### src/rtl/cla_seq_controller.sv
// cla_seq_controller
//   Adds or subtracts two WIDTH-bit operands by time-sharing an external,
//   purely combinational 4-bit carry-lookahead adder slice. One nibble is
//   processed per clock, least-significant first. The carry is chained
//   between nibbles through an internal register.
//
// Ports
//   clk, rst              rising-edge clock, asynchronous active-high reset
//   in_valid/in_ready     request handshake; in_a, in_b, in_sub, in_cin are
//                         sampled only at the accepting edge
//   add_a/add_b/add_cin   operand nibbles and carry driven to the adder slice
//   add_sum/add_cout      combinational response of the adder slice
//   out_valid/out_ready   result handshake
//   out_sum, out_carry    result and final carry (sub: 1 = no borrow)
//   out_ovf, out_zero     signed overflow and zero flags
//   busy                  controller is not idle
module cla_seq_controller #(
  parameter int WIDTH = 16
) (
  input  logic             clk,
  input  logic             rst,
  input  logic             in_valid,
  output logic             in_ready,
  input  logic [WIDTH-1:0] in_a,
  input  logic [WIDTH-1:0] in_b,
  input  logic             in_sub,
  input  logic             in_cin,
  output logic [3:0]       add_a,
  output logic [3:0]       add_b,
  output logic             add_cin,
  input  logic [3:0]       add_sum,
  input  logic             add_cout,
  output logic             out_valid,
  input  logic             out_ready,
  output logic [WIDTH-1:0] out_sum,
  output logic             out_carry,
  output logic             out_ovf,
  output logic             out_zero,
  output logic             busy
);

  localparam int N  = WIDTH / 4;
  localparam int IW = (N > 1) ? $clog2(N) : 1;

  typedef enum logic [1:0] {
    IDLE,
    RUN,
    DONE
  } state_t;

  state_t           state_q, state_d;
  logic [IW-1:0]    idx_q, idx_d;
  logic [WIDTH-1:0] opa_q, opa_d;
  logic [WIDTH-1:0] opb_q, opb_d;
  logic [WIDTH-1:0] res_q, res_d;
  logic             carry_q, carry_d;

  // Result/flag registers presented on out_*. They load only at the edge
  // that enters DONE, so they stay stable under backpressure and keep their
  // value after the handshake while the working result register is cleared.
  logic [WIDTH-1:0] sum_q, sum_d;
  logic             oc_q, oc_d;
  logic             ovf_q, ovf_d;
  logic             zero_q, zero_d;

  logic             last_nib;
  logic [IW+1:0]    nib_base;

  assign last_nib = (idx_q == IW'(N - 1));
  assign nib_base = {idx_q, 2'b00};

  // State register
  always_ff @(posedge clk or posedge rst) begin
    if (rst) begin
      state_q <= IDLE;
    end else begin
      state_q <= state_d;
    end
  end

  // Next-state logic
  always_comb begin
    state_d = state_q;
    unique case (state_q)
      IDLE:    if (in_valid) state_d = RUN;
      RUN:     if (last_nib) state_d = DONE;
      DONE:    if (out_ready) state_d = IDLE;
      default: state_d = IDLE;
    endcase
  end

  // Output logic
  always_comb begin
    in_ready  = 1'b0;
    out_valid = 1'b0;
    busy      = 1'b0;
    add_a     = '0;
    add_b     = '0;
    add_cin   = 1'b0;
    unique case (state_q)
      IDLE: in_ready = ~rst;
      RUN: begin
        busy    = 1'b1;
        add_a   = opa_q[nib_base +: 4];
        add_b   = opb_q[nib_base +: 4];
        add_cin = carry_q;
      end
      DONE: begin
        busy      = 1'b1;
        out_valid = 1'b1;
      end
      default: ;
    endcase
  end

  assign out_sum   = sum_q;
  assign out_carry = oc_q;
  assign out_ovf   = ovf_q;
  assign out_zero  = zero_q;

  // Datapath next-value logic
  always_comb begin
    idx_d   = idx_q;
    opa_d   = opa_q;
    opb_d   = opb_q;
    res_d   = res_q;
    carry_d = carry_q;
    sum_d   = sum_q;
    oc_d    = oc_q;
    ovf_d   = ovf_q;
    zero_d  = zero_q;
    unique case (state_q)
      IDLE: begin
        if (in_valid) begin
          opa_d   = in_a;
          // Subtraction is A + ~B + 1; the +1 enters through the carry.
          opb_d   = in_sub ? ~in_b : in_b;
          carry_d = in_sub ? 1'b1 : in_cin;
          idx_d   = '0;
          res_d   = '0;
        end
      end
      RUN: begin
        res_d[nib_base +: 4] = add_sum;
        carry_d              = add_cout;
        if (last_nib) begin
          // Flags are taken from the completed result including the
          // nibble written this cycle.
          sum_d  = res_d;
          oc_d   = add_cout;
          ovf_d  = (opa_q[WIDTH-1] == opb_q[WIDTH-1]) &&
                   (res_d[WIDTH-1] != opa_q[WIDTH-1]);
          zero_d = (res_d == '0);
        end else begin
          idx_d = idx_q + 1'b1;
        end
      end
      default: ;
    endcase
  end

  // Datapath registers
  always_ff @(posedge clk or posedge rst) begin
    if (rst) begin
      idx_q   <= '0;
      opa_q   <= '0;
      opb_q   <= '0;
      res_q   <= '0;
      carry_q <= 1'b0;
      sum_q   <= '0;
      oc_q    <= 1'b0;
      ovf_q   <= 1'b0;
      zero_q  <= 1'b0;
    end else begin
      idx_q   <= idx_d;
      opa_q   <= opa_d;
      opb_q   <= opb_d;
      res_q   <= res_d;
      carry_q <= carry_d;
      sum_q   <= sum_d;
      oc_q    <= oc_d;
      ovf_q   <= ovf_d;
      zero_q  <= zero_d;
    end
  end

endmodule

### config.mk
export PLATFORM = sky130hd
export DESIGN_NAME = cla_seq_controller
export DESIGN_NICKNAME = d
export VERILOG_FILES = /design/src/rtl/cla_seq_controller.sv
export SDC_FILE = /design/constraint.sdc
export NUM_CORES = 1
export LEC_CHECK = 0
export CORE_AREA = 2 2 85 87
export CTS_CLUSTER_DIAMETER = 80
export DETAILED_ROUTE_END_ITERATION = 8
export DIE_AREA = 0 0 87 89
export GPL_ROUTABILITY_DRIVEN = 0
export GPL_TIMING_DRIVEN = 0
export PLACE_DENSITY = 0.82
export SLEW_MARGIN = 20
export SYNTH_ARGS = -nofsm -noshare
export SYNTH_HDL_FRONTEND = slang
export SYNTH_SLANG_ARGS = --single-unit
### constraint.sdc
create_clock -name clk -period 5 [get_ports clk]
set_input_delay 0.75 -clock clk [delete_from_list [all_inputs] [get_ports clk]]
set_output_delay 0.75 -clock clk [all_outputs]
set_load 0.1 [all_outputs]
==> run summary <==
fin nets = 466
clock sink count = 72
Setup Crit Path Kind = flip-flop to primary output
Hold WC Path Type = flip-flop to flip-flop
Resized Gates After CTS = 0
Chip Width = 87 um
Final Setup Violations = 0
Worst Tran Pin Value = 979 ps
Gate Count Post-Synth = 334
gr ovfl total = 0
core footprint = 0.00672 mm^2
CP max FO = 10
hold_buf cts = 0
clock root buffer = clkbuf_8
crit path from = state_q[1]
post-CTS setup buffers = 0
number of synthesized register bits = 72
Clk Latency, worst-skew pair = 350 ps
register area = 0.00180 mm^2
reg2reg start = idx_q[1]
crit path capture type = primary output
depth of the worst register-to-register path = 7
die area = 0.00774 mm^2
setup slack, reg-to-reg = 2350 ps
CP Buf/Inv Count = 4
Die Ht = 89 um
TritonCTS clock tree = done
Antenna Nets Post-Route = 0
Seq/Total Area, Yosys = 49.9%
Layout area overhead = 28.5%
most frequent cells in the layout = dfrtp_1 (72), clkdlybuf4s50_1 (68), nand2_1 (42)
pin count of the biggest net entering global routing = 45
max-cap viol count = 0
Cell variety after synth = 40
TritonCTS Buffers = 9
first-pass GRT wire length = 13400 um
Arrival @ worst endpoint = 2920 ps
Slew HR = 34.6%
fillers = 502
layout cell share with drive strength beyond 1 = 14.3%
CP Cell Sequence = inv_1 -> ha_1 -> buf_2 -> clkbuf_1 -> and2_1 -> clkdlybuf4s50_1
Avg WL per Cell = 16.1 um
HPWL Detailed = 5930 um
fmax = 272 MHz
Worst Path Required = 4250 ps
drt first pass iters = 4
post-layout min period = 3670 ps
vias in the first global route = 2834
setup TNS = 0 ps
CP max-delay cell = clkdlybuf4s50_1
clock edge transition at the registers on the reported setup and hold paths = 70 ps
Mapped Avg Cell Area = 10.8 um^2
GRT Overall Usage = 22.6%
routed wire length = 8030 um
CP max stage delay = 1150 ps
Port Buffers = 68
synthesized net count = 386
most common cell after layout, fill and taps aside = dfrtp_1
top_reg_cell synth = dfrtp_1
Iter 0 DRT Violations = 158
final clock period utilization by the worst path = 73.4%
count of pins over their slew limit = 0
initial core utilization = 53.7%
Async S/R FF share, synth = 100%
end of the critical path = add_b[0]
number of synthesized flops with an enable pin = 0
R2R Path End = out_ovf
n_diodes = 0
status = finished, final reports clean
Ys Warns = 0
Fin. Hold Viols = 0
RSZ-0062 raised after global routing = no
area of the multi-input gates = 0.00168 mm^2
Final Skew = 3.50 ps
initial antenna violation count = 0
H-tree depth = 3
Via density = 5.73
Post-Syn Area = 0.00361 mm^2
CP delay by family, top = buffers and inverters
crit path launch type = flip-flop
Residual DRC = 0
via count = 2857
IO Count = 74
number of cells on the critical path = 6
CTS Buffer Depth = 2
# rows = 30
-- routing by layer --
metal,wire length (um),global-route usage [%],vias up
li1,-,-,1329
met3,512,4.71,13
met4,147,11.1,0
met5,0,0,-
met2,4070,38.7,110
met1,3300,27.5,1405
-- cell usage after synthesis (3+ instances only) --
cell	count	area share [%]
dfrtp_1	72	50
a21oi_1	15	2.1
o21ai_1	5	0.69
a32o_1	7	1.9
buf_2	8	1.1
mux2_2	18	5.6
nand2_1	42	4.4
ha_1	9	3.1
a22o_1	7	1.7
nor2_1	8	0.83
and2_1	12	2.1
inv_1	8	0.83
xnor2_1	16	3.9
nor4_1	3	0.52
mux4_2	8	5.0
o21ai_0	39	5.4
a31oi_1	3	0.52
o22ai_1	3	0.52
clkbuf_1	10	1.0
nor2b_1	17	2.9
-- worst reg2reg max path: cells and delay by family (launching register included) --
family,cells,cell delay (ps)
and+or+nand+nor,2,700
buffers and inverters,2,690
DFF,1,400
adders and majority gates,1,400
AOI/OAI and AO/OA,2,380
-- registers in the layout, indices dropped and copies added, names as in the netlist --
name       cells
out_ovf        1
carry_q        1
state_q        2
opb_q         16
idx_q          2
out_carry      1
opa_q         16
out_zero       1
res_q         16
out_sum       16
-- kinds of logic after synthesis --
group	share of synthesized area (%)
adder cells (fa/ha/maj)	3.12
XOR/XNOR	3.88
buffers and inverters	3.50
flip-flops	49.9
AND/OR/NAND/NOR	14.1
AO/OA/AOI/OAI	14.3
multiplexers	11.2
-- how the worst min path moves through the flow --
stage                      from          end  slack [ps]  cells past startpoint
floorplan               carry_q      carry_q         440                      2
CTS                  out_sum[3]   out_sum[3]         480                      2
global route        out_sum[15]  out_sum[15]         500                      2
finish                 res_q[0]     res_q[0]         480                      2
detailed placement     res_q[0]     res_q[0]         470                      2
global placement       opb_q[0]     opb_q[0]         460                      2
-- stage by stage --
stage	hold WS (ps)	util, %	cells	cell area (um^2)	setup WS (ps)
6_report	478	69.0	499	4640	1330
5_1_grt	499	69.0	499	4640	1230
4_1_cts	484	69.0	499	4640	1350
3_5_place_dp	468	65.7	483	4410	1740
3_3_place_gp	458	65.3	482	4390	1280
2_1_floorplan	442	-	334	3610	2160
-- cell type report --
class / instances / area share, %
clock inverter: 3 / 0.998
clock buffer: 13 / 3.86
tap: 80 / 2.16
inverter: 8 / 0.701
sequential: 72 / 38.8
timing repair buffer: 69 / 15.1
multi-input combinational: 233 / 36.3
buffer: 21 / 2.08
Power is left out: the tool's default activity adds up to more than one toggle a clock period on the data nets, which glitch-free logic cannot reach.
